## config.mk

```make
export PLATFORM = sky130hd
export DESIGN_NAME = fb_access_arbiter
export DESIGN_NICKNAME = d
export VERILOG_FILES = /design/src/rtl/fb_access_arbiter.sv
export SDC_FILE = /design/constraint.sdc
export NUM_CORES = 1
export LEC_CHECK = 0
export BUFFER_PORTS_ARGS = -buffer_cell sky130_fd_sc_hd__buf_2
export CAP_MARGIN = 20
export CORE_MARGIN = 2
export CORE_UTILIZATION = 40
export DETAILED_ROUTE_END_ITERATION = 6
export GPL_ROUTABILITY_DRIVEN = 0
export PLACE_DENSITY = 0.59
export SETUP_SLACK_MARGIN = 0.1
export SYNTH_ARGS = -nofsm -noshare
export SYNTH_HDL_FRONTEND = slang
export SYNTH_SLANG_ARGS = --single-unit
```

## constraint.sdc

```tcl
create_clock -name CLOCK_50 -period 3 [get_ports CLOCK_50]
set_input_delay 0.6 -clock CLOCK_50 [delete_from_list [all_inputs] [get_ports CLOCK_50]]
set_output_delay 0.6 -clock CLOCK_50 [all_outputs]
set_load 0.05 [all_outputs]
```

## src/rtl/fb_access_arbiter.sv

```systemverilog
// Framebuffer port arbiter: fixed-latency scanout reads, FIFO-buffered renderer
// writes drained into idle slots, and a full-screen clear engine.
module fb_access_arbiter #(
  parameter int FB_DEPTH   = 19200,
  parameter int ADDR_W     = 15,
  parameter int DATA_W     = 3,
  parameter int FIFO_DEPTH = 4
) (
  input  logic              CLOCK_50,
  input  logic              reset,
  input  logic              rd_req,
  input  logic [ADDR_W-1:0] rd_addr,
  output logic              rd_valid,
  output logic [DATA_W-1:0] rd_data,
  input  logic              wr_valid,
  input  logic [ADDR_W-1:0] wr_addr,
  input  logic [DATA_W-1:0] wr_data,
  output logic              wr_ready,
  input  logic              clear_start,
  input  logic [DATA_W-1:0] clear_color,
  output logic              clear_busy,
  output logic              clear_done,
  output logic [ADDR_W-1:0] mem_addr,
  output logic              mem_we,
  output logic [DATA_W-1:0] mem_wdata,
  input  logic [DATA_W-1:0] mem_rdata
);
  // state | meaning
  // IDLE  | renderer writes accepted, FIFO drains into free slots
  // DRAIN | clear requested, waiting for FIFO to empty
  // CLEAR | sweeping fill color over the whole framebuffer
  typedef enum logic [1:0] {IDLE, DRAIN, CLEAR} state_t;

  localparam int PTR_W = $clog2(FIFO_DEPTH);
  localparam logic [ADDR_W-1:0] LAST_ADDR = ADDR_W'(FB_DEPTH - 1);
  localparam logic [PTR_W:0]    FULL_CNT  = (PTR_W + 1)'(FIFO_DEPTH);

  state_t state, state_nxt;

  logic [ADDR_W-1:0] fifo_addr [FIFO_DEPTH];
  logic [DATA_W-1:0] fifo_data [FIFO_DEPTH];
  logic [PTR_W-1:0]  wr_ptr, rd_ptr;
  logic [PTR_W:0]    fifo_cnt;
  logic              fifo_full, fifo_empty, push, pop;

  logic [ADDR_W-1:0] sweep_addr;
  logic [DATA_W-1:0] fill_color;
  logic              sweep_go, sweep_rst, load_color, done_nxt, rd_issued;

  assign fifo_full  = (fifo_cnt == FULL_CNT);
  assign fifo_empty = (fifo_cnt == '0);
  assign wr_ready   = !fifo_full && (state == IDLE) && !reset;
  assign push       = wr_valid && wr_ready;
  assign clear_busy = (state != IDLE);
  assign rd_data    = mem_rdata;

  always_comb begin
    state_nxt  = state;
    load_color = 1'b0;
    sweep_rst  = 1'b0;
    done_nxt   = 1'b0;
    pop        = !rd_req && (state != CLEAR) && !fifo_empty;
    sweep_go   = !rd_req && (state == CLEAR);
    case (state)
      IDLE: begin
        if (clear_start) begin
          load_color = 1'b1;
          state_nxt  = DRAIN;
        end
      end
      DRAIN: begin
        if (fifo_empty) begin
          sweep_rst = 1'b1;
          state_nxt = CLEAR;
        end
      end
      CLEAR: begin
        if (sweep_go && (sweep_addr == LAST_ADDR)) begin
          done_nxt  = 1'b1;
          state_nxt = IDLE;
        end
      end
      default: state_nxt = IDLE;
    endcase
  end

  // Payload storage needs no reset; occupancy is tracked by the pointers.
  always_ff @(posedge CLOCK_50) begin
    if (push) begin
      fifo_addr[wr_ptr] <= wr_addr;
      fifo_data[wr_ptr] <= wr_data;
    end
  end

  always_ff @(posedge CLOCK_50) begin
    if (reset) begin
      state      <= IDLE;
      wr_ptr     <= '0;
      rd_ptr     <= '0;
      fifo_cnt   <= '0;
      sweep_addr <= '0;
      fill_color <= '0;
      mem_addr   <= '0;
      mem_we     <= 1'b0;
      mem_wdata  <= '0;
      rd_issued  <= 1'b0;
      rd_valid   <= 1'b0;
      clear_done <= 1'b0;
    end else begin
      state      <= state_nxt;
      clear_done <= done_nxt;
      rd_issued  <= rd_req;
      rd_valid   <= rd_issued;
      if (push) wr_ptr <= wr_ptr + 1'b1;
      if (pop)  rd_ptr <= rd_ptr + 1'b1;
      if (push && !pop)      fifo_cnt <= fifo_cnt + 1'b1;
      else if (pop && !push) fifo_cnt <= fifo_cnt - 1'b1;
      if (load_color) fill_color <= clear_color;
      if (sweep_rst)     sweep_addr <= '0;
      else if (sweep_go) sweep_addr <= sweep_addr + 1'b1;
      // One RAM slot per cycle: scanout read beats FIFO drain beats sweep.
      mem_we <= 1'b0;
      if (rd_req) begin
        mem_addr <= rd_addr;
      end else if (pop) begin
        mem_addr  <= fifo_addr[rd_ptr];
        mem_wdata <= fifo_data[rd_ptr];
        mem_we    <= 1'b1;
      end else if (sweep_go) begin
        mem_addr  <= sweep_addr;
        mem_wdata <= fill_color;
        mem_we    <= 1'b1;
      end
    end
  end
endmodule

```

==> flow_summary.yaml, run 1 <==
outcome:
  status: "finished clean"
power:
  power.leakage_uw: 0.002150
  p_int_uw: 3702
  netSwitchingFraction_pct: 31.66
  clkPwrFrac_pct: 35.5
  seqPwrFrac_pct: 38.4
  p_comb_share_pct: 26.1
  cellPowerDensity_nw_per_um2: 916.0
  p_sw_uw: 1715
  total_power_uw: 5417
  max-vdd-ir-drop_mv: 0.3132
synth:
  synth_common_cells: "edfxtp_1 (72), nor2_1 (52), dfxtp_1 (51), mux4_2 (18), o22ai_1 (17)"
  netlist_instances: 359
  seq_area_frac_synth_pct: 64.70
  syn_avg_cell_area_um2: 13.70
  syn-cell-area_um2: 4920
  synth_ff_type: "edfxtp_1"
  synth.top_cell.area_share_pct: 43.95
  ys_ff_latch: 123
  synth.most_common_cell: "edfxtp_1"
  yosys-top-cells-area: "edfxtp_1 (44%), dfxtp_1 (21%), mux4_2 (8.2%)"
  synth_edf_count: 72
  synth_cell_types: 43
  synth_fp_nets: 410
  ys_warn_count: 0
  synth_top_cell_by_area: "edfxtp_1"
  ys_async_sr_fraction_pct: 0
min_path:
  hold_start: "wr_data[0]"
  holdPathEnd: "fifo_data[0][0]$_DFFE_PP_"
  hold_path.class: "primary input to register"
  holdPathStages: 1
grt:
  grt_first_pass_wirelength_um: 15840
  grt_util_all_layers_pct: 16.25
  grt_overflow: 0
  grt_pass1_vias: 3059
  antenna_found_initial: 0
  grt_max_degree: 38
routing:
  wl_met2_um: 4835
  drt_wl_total_um: 9936
  avgViaCountPerCell: 5.258
  m1WireLength_um: 4414
  drtIter0Drc: 224
  num_vias: 3076
  top_layer_used: "met4"
  drc: 0
  firstDrtPassIters: 4
  drt-wirelength-per-cell_um: 16.98
  antenna_left: 0
  wl_met3_um: 480
floorplan:
  fp.dieW_um: 114.9
  die_h_um: 114.9
  initial_core_util_pct: 40.96
  core_um2: 12010
  ioPinCount: 70
  fp-row-count: 40
  design.die.area_um2: 13200
cts:
  path_clk_slew_ns: 0.05
  cts.path.max_buffers: 2
  htree_levels: 4
  clk_latency_ns: 0.42
  cts_sinks: 123
  root_buffer: "clkbuf_16"
  ctsResizeCount: 0
  cts_buffers: 17
  hold_buffers: 0
  cts_tree: "yes"
  post_cts_buffers: 0
finish:
  utilization_pct: 49.24
  regArea_um2: 3183
  diodes: 0
  areaGrowthSynthToFinish_pct: 20.22
  final_nets: 476
  multi_input_area_um2: 1585
  drive_gt1_share_pct: 29.00
  nFillCells: 1074
setup_path:
  max_stage_delay_ns: 0.39
  worst_r2r_path_depth: 8
  path_max_fanout: 6
  timing.rr.start: "state[1]$_SDFFE_PP0P_"
  cp.required_ns: 3.34
  r2r_setup_slack_ns: 0.60
  crit_type: "register to register"
  arrival_ns: 2.74
  crit_path_start_kind: "register"
  end_kind: "register"
  path_cells: "or2_0 -> a2111oi_4 -> ha_1 -> inv_1 -> fa_1 -> xor2_1 -> or3_1 -> a21oi_1"
  critical-path-slowest-cell: "a2111oi_4"
  r2r-end: "fifo_cnt[2]$_SDFFE_PP0P_"
timing:
  hold_violations: 0
  tns_ns: 0
  tightestPinTransition_ns: 0.7685
  setup_slack_ns: 0.6013
  slew_viol_final: 0
  fin_crit_ns: 2.399
  period_share_pct: 79.96
  hold_ws_ns: 0.3973
  skew_ns: 0.007197
  slew_headroom_pct: 48.77
  finalSetupViolations: 0
  fmaxAchievable_mhz: 416.9
  rsz0062_at_grt: "no"
run:
  maxCapViolations: 0
placed_design:
  place_ws_ns: 0.6026
  post-dp-hpwl_um: 6581
  io_buffers: 63
## flip-flops by register name, summed over array words and instances, names as in the netlist, named ones only
register    cells
mem_we          1
rd_issued       1
fifo_addr      60
wr_ptr          2
fifo_data      12
mem_addr       15
sweep_addr     15
mem_wdata       3
fill_color      3
fifo_cnt        3
rd_valid        1
rd_ptr          2
clear_done      1
state           2
## worst max path at each step
stage / from / endpoint / slack (ns) / depth (start not counted)
finish: state[1]$_SDFFE_PP0P_ / fifo_cnt[2]$_SDFFE_PP0P_ / 0.60 / 8
global route: state[0]$_SDFFE_PP0P_ / fifo_cnt[2]$_SDFFE_PP0P_ / 0.43 / 8
CTS: state[0]$_SDFFE_PP0P_ / fifo_cnt[2]$_SDFFE_PP0P_ / 0.58 / 8
detailed placement: state[0]$_SDFFE_PP0P_ / fifo_cnt[2]$_SDFFE_PP0P_ / 0.60 / 8
global placement: reset / fifo_cnt[2]$_SDFFE_PP0P_ / 0.68 / 8
floorplan: reset / wr_ready / 0.23 / 3
## final cells by class
cell class	instances	area share, %
Tap cell	147	3.110
Sequential cell	123	53.82
Timing Repair Buffer	71	6.347
Inverter	7	0.4443
Multi-Input combinational cell	205	26.80
Clock inverter	13	2.158
Clock buffer	19	7.320
## worst max-delay path, delay by kind of cell, from the launching register on
kind | cells | cell delay, ns
simple gates | 2 | 0.64
fa+ha+maj | 2 | 0.61
compound gates | 2 | 0.53
flops | 1 | 0.34
xor+xnor | 1 | 0.15
buf+inv | 1 | 0.06
## placed cells by master (no fill, tap or decap), types with 4 or more instances in the layout
master,n
nand2_1,9
o21ai_0,9
or3_1,8
xor2_1,10
clkinv_2,5
clkbuf_16,17
mux4_2,18
edfxtp_1,72
a21oi_1,11
buf_2,63
clkinvlp_4,4
nand3_1,5
ha_1,6
dfxtp_1,51
buf_4,8
a2111oi_0,15
mux2i_1,5
nor2_1,52
and2_2,4
o22ai_1,17
nand4_1,5
inv_1,7
## routing by layer
metal | up-vias | global-route usage, %
met3 | 15 | 4.850
li1 | 1484 | -
met5 | - | 0
met2 | 76 | 25.33
met1 | 1501 | 21.09
met4 | 0 | 7.309
## power groups by stage
| stage | registers (uW) | clock network (uW) | logic [uW] |
|---|---|---|---|
| floorplan | 2360 | 0 | 874 |
| global placement | 2110 | 0 | 1420 |
| detailed placement | 2110 | 0 | 1430 |
| CTS | 2080 | 1960 | 1430 |
| global route | 2100 | 2040 | 1540 |
| finish | 2080 | 1930 | 1410 |
## logic make-up (layout without fill, tap and decap cells)
family | count (synthesis) | after routing | synth area share (%)
XOR/XNOR | 13 | 13 | 2.314
adder cells (fa/ha/maj) | 7 | 7 | 1.933
buffers and inverters | 31 | 110 | 3.077
flip-flops | 123 | 123 | 64.70
AO/OA/AOI/OAI | 56 | 56 | 7.884
AND/OR/NAND/NOR | 106 | 106 | 10.83
multiplexers | 23 | 23 | 9.257
## metrics by stage
| stage | std cells | cell area [um2] |
|---|---|---|
| 2_1_floorplan | 359 | 4920 |
| 3_3_place_gp | 553 | 5354 |
| 3_5_place_dp | 553 | 5354 |
| 4_1_cts | 585 | 5914 |
| 5_1_grt | 585 | 5914 |
| 6_report | 585 | 5914 |
Power figures use the tool's default switching activity.
==> inputs of run 2 (changes only) <==
--- a/config.mk
+++ b/config.mk
@@ -11,7 +11,7 @@
 export CORE_UTILIZATION = 40
 export DETAILED_ROUTE_END_ITERATION = 6
 export GPL_ROUTABILITY_DRIVEN = 0
-export PLACE_DENSITY = 0.59
+export PLACE_DENSITY = 0.61
 export SETUP_SLACK_MARGIN = 0.1
 export SYNTH_ARGS = -nofsm -noshare
 export SYNTH_HDL_FRONTEND = slang
==> constraint.sdc (replaced) <==
create_clock -name CLOCK_50 -period 2.13 [get_ports CLOCK_50]
set_input_delay 0.426 -clock CLOCK_50 [delete_from_list [all_inputs] [get_ports CLOCK_50]]
set_output_delay 0.426 -clock CLOCK_50 [all_outputs]
set_load 0.05 [all_outputs]
==> run 2 against run 1 <==
Compared with the run above: first-iteration DRC count decreased by 33%; cell area increased by 4.7%; setup slack got worse by 0.56 ns; die area unchanged; via count increased by 1.7%; largest cell class unchanged; global-route usage decreased by 0.11 points; clock-buffer cell count decreased by 1; clock skew about the same; sequential cell count unchanged; combinational power increased by 57%; critical endpoint unchanged; critical path depth unchanged.
==> flow_summary.yaml, run 2 (synthesis results as in run 1) <==
outcome:
  status: "finished clean"
cts:
  cts_sinks: 123
  cts_buffers: 17
  clk_latency_ns: 0.40
  path_clk_slew_ns: 0.05
  hold_buffers: 0
  root_buffer: "clkbuf_16"
  cts_tree: "yes"
  htree_levels: 4
  cts.path.max_buffers: 2
setup_path:
  arrival_ns: 2.41
  crit_cells: 8
  end_kind: "register"
  max_stage_delay_ns: 0.32
  critPathTopFamily: "simple AND/OR/NAND/NOR gates"
  endpoint: "fifo_cnt[2]$_SDFFE_PP0P_"
  crit_type: "register to register"
  r2r-end: "fifo_cnt[2]$_SDFFE_PP0P_"
  worst_r2r_path_depth: 8
  timing.rr.start: "state[1]$_SDFFE_PP0P_"
  path_max_fanout: 2
  crit_start: "state[1]$_SDFFE_PP0P_"
  crit_path_start_kind: "register"
  path_buf_inv: 1
  cp.required_ns: 2.45
  critical-path-slowest-cell: "fa_2"
  path_cells: "or2_4 -> a2111oi_4 -> ha_4 -> inv_2 -> fa_2 -> xor2_1 -> or3_1 -> a21oi_1"
  r2r_setup_slack_ns: 0.04
timing:
  rsz0062_at_grt: "yes"
  period_share_pct: 98.02
  tightestPinTransition_ns: 0.5706
  slew_viol_final: 0
  skew_ns: 0.006810
  fin_crit_ns: 2.088
  hold_ws_ns: 0.2402
  slew_headroom_pct: 61.96
  hold_violations: 0
  fmaxAchievable_mhz: 479.0
  finalSetupViolations: 0
  setup_slack_ns: 0.04225
placed_design:
  place_ws_ns: -0.09492
  io_buffers: 63
  placed_cells: 565
  post-dp-hpwl_um: 6657
finish:
  largest_reg_flops: 60
  diodes: 0
  largest_register: "fifo_addr"
  areaGrowthSynthToFinish_pct: 25.86
  reg.largest.list: "fifo_addr: 60 flops, mem_addr: 15 flops, sweep_addr: 15 flops"
  final_nets: 490
  drive_gt1_share_pct: 32.96
  instances_no_fill: 599
  mostFrequentLayoutCells: "edfxtp_1 (72), buf_2 (62), nor2_1 (51)"
  final_common_cell: "edfxtp_1"
floorplan:
  ioPinCount: 70
  core_um2: 12010
  fp.dieW_um: 114.9
  fp-row-count: 40
  design.die.area_um2: 13200
  die_h_um: 114.9
  initial_core_util_pct: 40.96
routing:
  avgViaCountPerCell: 5.222
  drt_wl_total_um: 9948
  drt-wirelength-per-cell_um: 16.61
  num_vias: 3128
  drc: 0
  antenna_left: 0
  firstDrtPassIters: 4
  drtIter0Drc: 149
power:
  cellPowerDensity_nw_per_um2: 1299
  max-vdd-ir-drop_mv: 0.5244
  power.leakage_uw: 0.002274
  total_power_uw: 8046
grt:
  grt_pass1_vias: 3126
  grt_max_degree: 38
  grt_util_all_layers_pct: 16.14
  antenna_found_initial: 1
  grt_overflow: 0
  grt_first_pass_wirelength_um: 15990
min_path:
  hold_path.class: "primary input to register"
run:
  maxCapViolations: 0
run 2: layer usage:
metal  wire length [um]  part of all wire [%]  GRT usage, %
met1               4604                    46         21.37
met2               4850                    49         25.45
met3                423                   4.3         4.902
met4                 56                  0.56         5.622
met5                 13                  0.13             0
run 2: repair_timing:
action | CTS | global route
gates cloned | 0 | 0
gates resized for setup | 3 | 8
pin swaps | 3 | 3
buffers inserted | 1 | 1
endpoints found under the setup margin | 2 | 3
run 2: worst min path at each step:
stage,startpoint,to,cells past startpoint
2_1_floorplan,rd_issued$_SDFF_PP0_,rd_valid$_SDFF_PP0_,1
3_3_place_gp,rd_issued$_SDFF_PP0_,rd_valid$_SDFF_PP0_,1
3_5_place_dp,rd_issued$_SDFF_PP0_,rd_valid$_SDFF_PP0_,1
4_1_cts,wr_addr[14],fifo_addr[2][14]$_DFFE_PP_,1
5_1_grt,wr_addr[14],fifo_addr[2][14]$_DFFE_PP_,1
6_report,wr_addr[14],fifo_addr[2][14]$_DFFE_PP_,1
run 2: area by class of cell:
class                           count  area, um2
Fill cell                        1023       5819
Sequential cell                   123       3186
Multi-Input combinational cell    205       1615
Timing Repair Buffer               85      574.3
Clock buffer                       18      429.2
Tap cell                          147      183.9
Clock inverter                     14      177.7
Inverter                            7      26.28
run 2: per-stage QoR:
step / TNS, ns / cell area, um2 / util (%)
6_report: 0 / 6192 / 51.55
4_1_cts: 0 / 6158 / 51.27
3_5_place_dp: -0.09492 / 5539 / 46.11
5_1_grt: -0.05833 / 6192 / 51.55
2_1_floorplan: -0.2402 / 4933 / -
3_3_place_gp: -0.05841 / 5539 / 46.11
run 2: where the power goes:
part / internal [uW] / switching, uW / leakage (uW)
Sequential: 2780 / 137 / 0.00107
Combinational: 905 / 1310 / 0.000915
Clock: 1940 / 969 / 0.000288
==> inputs of run 3 (changes only) <==
==> constraint.sdc (replaced) <==
create_clock -name CLOCK_50 -period 1.7 [get_ports CLOCK_50]
set_input_delay 0.34 -clock CLOCK_50 [delete_from_list [all_inputs] [get_ports CLOCK_50]]
set_output_delay 0.34 -clock CLOCK_50 [all_outputs]
set_load 0.05 [all_outputs]
==> run 3 against run 2 <==
Compared with the run above: the run now ends with negative setup slack left; combinational power up 60%; sequential cell count unchanged; hold slack worse by 0.11 ns; sequential power up 26%; clock skew down 0.0027 ns.
==> flow_summary.yaml, run 3 (synthesis results as in run 1) <==
outcome:
  status: "finished with violations"
  violations: "negative setup slack"
routing:
  num_vias: 3303
  avgViaCountPerCell: 5.243
  drtIter0Drc: 161
  antenna_left: 0
  drt-wirelength-per-cell_um: 18.19
  firstDrtPassIters: 4
  drc: 0
  drt_wl_total_um: 11460
cts:
  cts_sinks: 123
  cts_buffers: 17
  root_buffer: "clkbuf_16"
  htree_levels: 4
  cts.path.max_buffers: 2
  path_clk_slew_ns: 0.05
  hold_buffers: 0
  clk_latency_ns: 0.42
  cts_tree: "yes"
finish:
  areaGrowthSynthToFinish_pct: 37.69
  largest_reg_flops: 60
  reg.largest.list: "fifo_addr: 60 flops, mem_addr: 15 flops, sweep_addr: 15 flops"
  final_common_cell: "edfxtp_1"
  largest_register: "fifo_addr"
  diodes: 0
  instances_no_fill: 630
  drive_gt1_share_pct: 42.44
  utilization_pct: 56.40
  final_area_um2: 6774
  mostFrequentLayoutCells: "edfxtp_1 (72), buf_2 (61), dfxtp_1 (48)"
  final_nets: 521
placed_design:
  place_ws_ns: -0.4167
  place_area_um2: 5675
  post-dp-hpwl_um: 6991
  placed_cells: 582
  io_buffers: 63
timing:
  hold_violations: 0
  tightestPinTransition_ns: 0.4069
  hold_ws_ns: 0.1341
  slew_headroom_pct: 72.17
  period_share_pct: 123.2
  fmaxAchievable_mhz: 477.6
  rsz0062_at_grt: "yes"
  finalSetupViolations: 89
  fin_crit_ns: 2.094
  skew_ns: 0.004130
  setup_slack_ns: -0.3937
  slew_viol_final: 0
grt:
  grt_max_degree: 38
  grt_overflow: 0
  grt_pass1_vias: 3379
  grt_util_all_layers_pct: 18.68
  antenna_found_initial: 0
  grt_first_pass_wirelength_um: 18000
setup_path:
  arrival_ns: 2.45
  crit_path_start_kind: "register"
  path_max_fanout: 2
  crit_type: "register to register"
  cp.required_ns: 2.05
  end_kind: "register"
floorplan:
  design.die.area_um2: 13200
  initial_core_util_pct: 40.96
  die_h_um: 114.9
  ioPinCount: 70
  fp-row-count: 40
  core_um2: 12010
  fp.dieW_um: 114.9
power:
  cellPowerDensity_nw_per_um2: 1613
  max-vdd-ir-drop_mv: 0.8514
  power.leakage_uw: 0.002523
min_path:
  hold_path.class: "primary input to register"
run:
  maxCapViolations: 0
[run 3: cell type report]
type | count | area [um2]
timing repair buffer | 116 | 999.7
multi-input combinational | 205 | 1769
clock inverter | 13 | 175.2
clock buffer | 19 | 432.9
sequential | 123 | 3187
fill | 953 | 5238
inverter | 7 | 26.28
tap | 147 | 183.9
[run 3: power breakdown]
| group | switching (uW) | total, uW | internal, uW | leakage, uW |
|---|---|---|---|---|
| Clock | 1260 | 3690 | 2430 | 0.000290 |
| Combinational | 1950 | 3560 | 1620 | 0.00116 |
| Sequential | 186 | 3680 | 3490 | 0.00107 |
| Total | 3390 | 10900 | 7540 | 0.00252 |
[run 3: metrics by stage]
step	total power (uW)	TNS [ns]
CTS	10880	-17.44
floorplan	5755	-13.28
finish	10930	-18.11
global placement	6540	-2.996
detailed placement	6617	-6.682
global route	11400	-24.14
[run 3: final timing paths]
path,from,to,slack [ns],depth (start not counted)
min reg2reg,rd_issued$_SDFF_PP0_,rd_valid$_SDFF_PP0_,0.43,1
min,wr_addr[7],fifo_addr[0][7]$_DFFE_PP_,0.13,1
max reg2reg,state[0]$_SDFFE_PP0P_,fifo_cnt[2]$_SDFFE_PP0P_,-0.39,8
max,state[0]$_SDFFE_PP0P_,fifo_cnt[2]$_SDFFE_PP0P_,-0.39,8
[run 3: critical path, cell delays in order (launching register included)]
cell and delay (ns):
dfxtp_2 0.31, or2_4 0.26, a2111oi_4 0.29, ha_4 0.19, inv_2 0.03, fa_2 0.33, xor2_1 0.15, or3_1 0.32
a21oi_1 0.12
[run 3: repair_timing]
action	in CTS	in global routing
pin swaps	5	3
gates resized for setup	49	24
cloned	7	0
setup buffers	9	2
setup endpoints to repair	97	106
[run 3: metal layers]
metal	global-route usage, %	vias up	routed length (um)
met5	0	-	0
met4	7.952	0	211
met3	5.008	17	462
met2	30.82	71	5725
met1	23.31	1639	5061
li1	-	1576	-
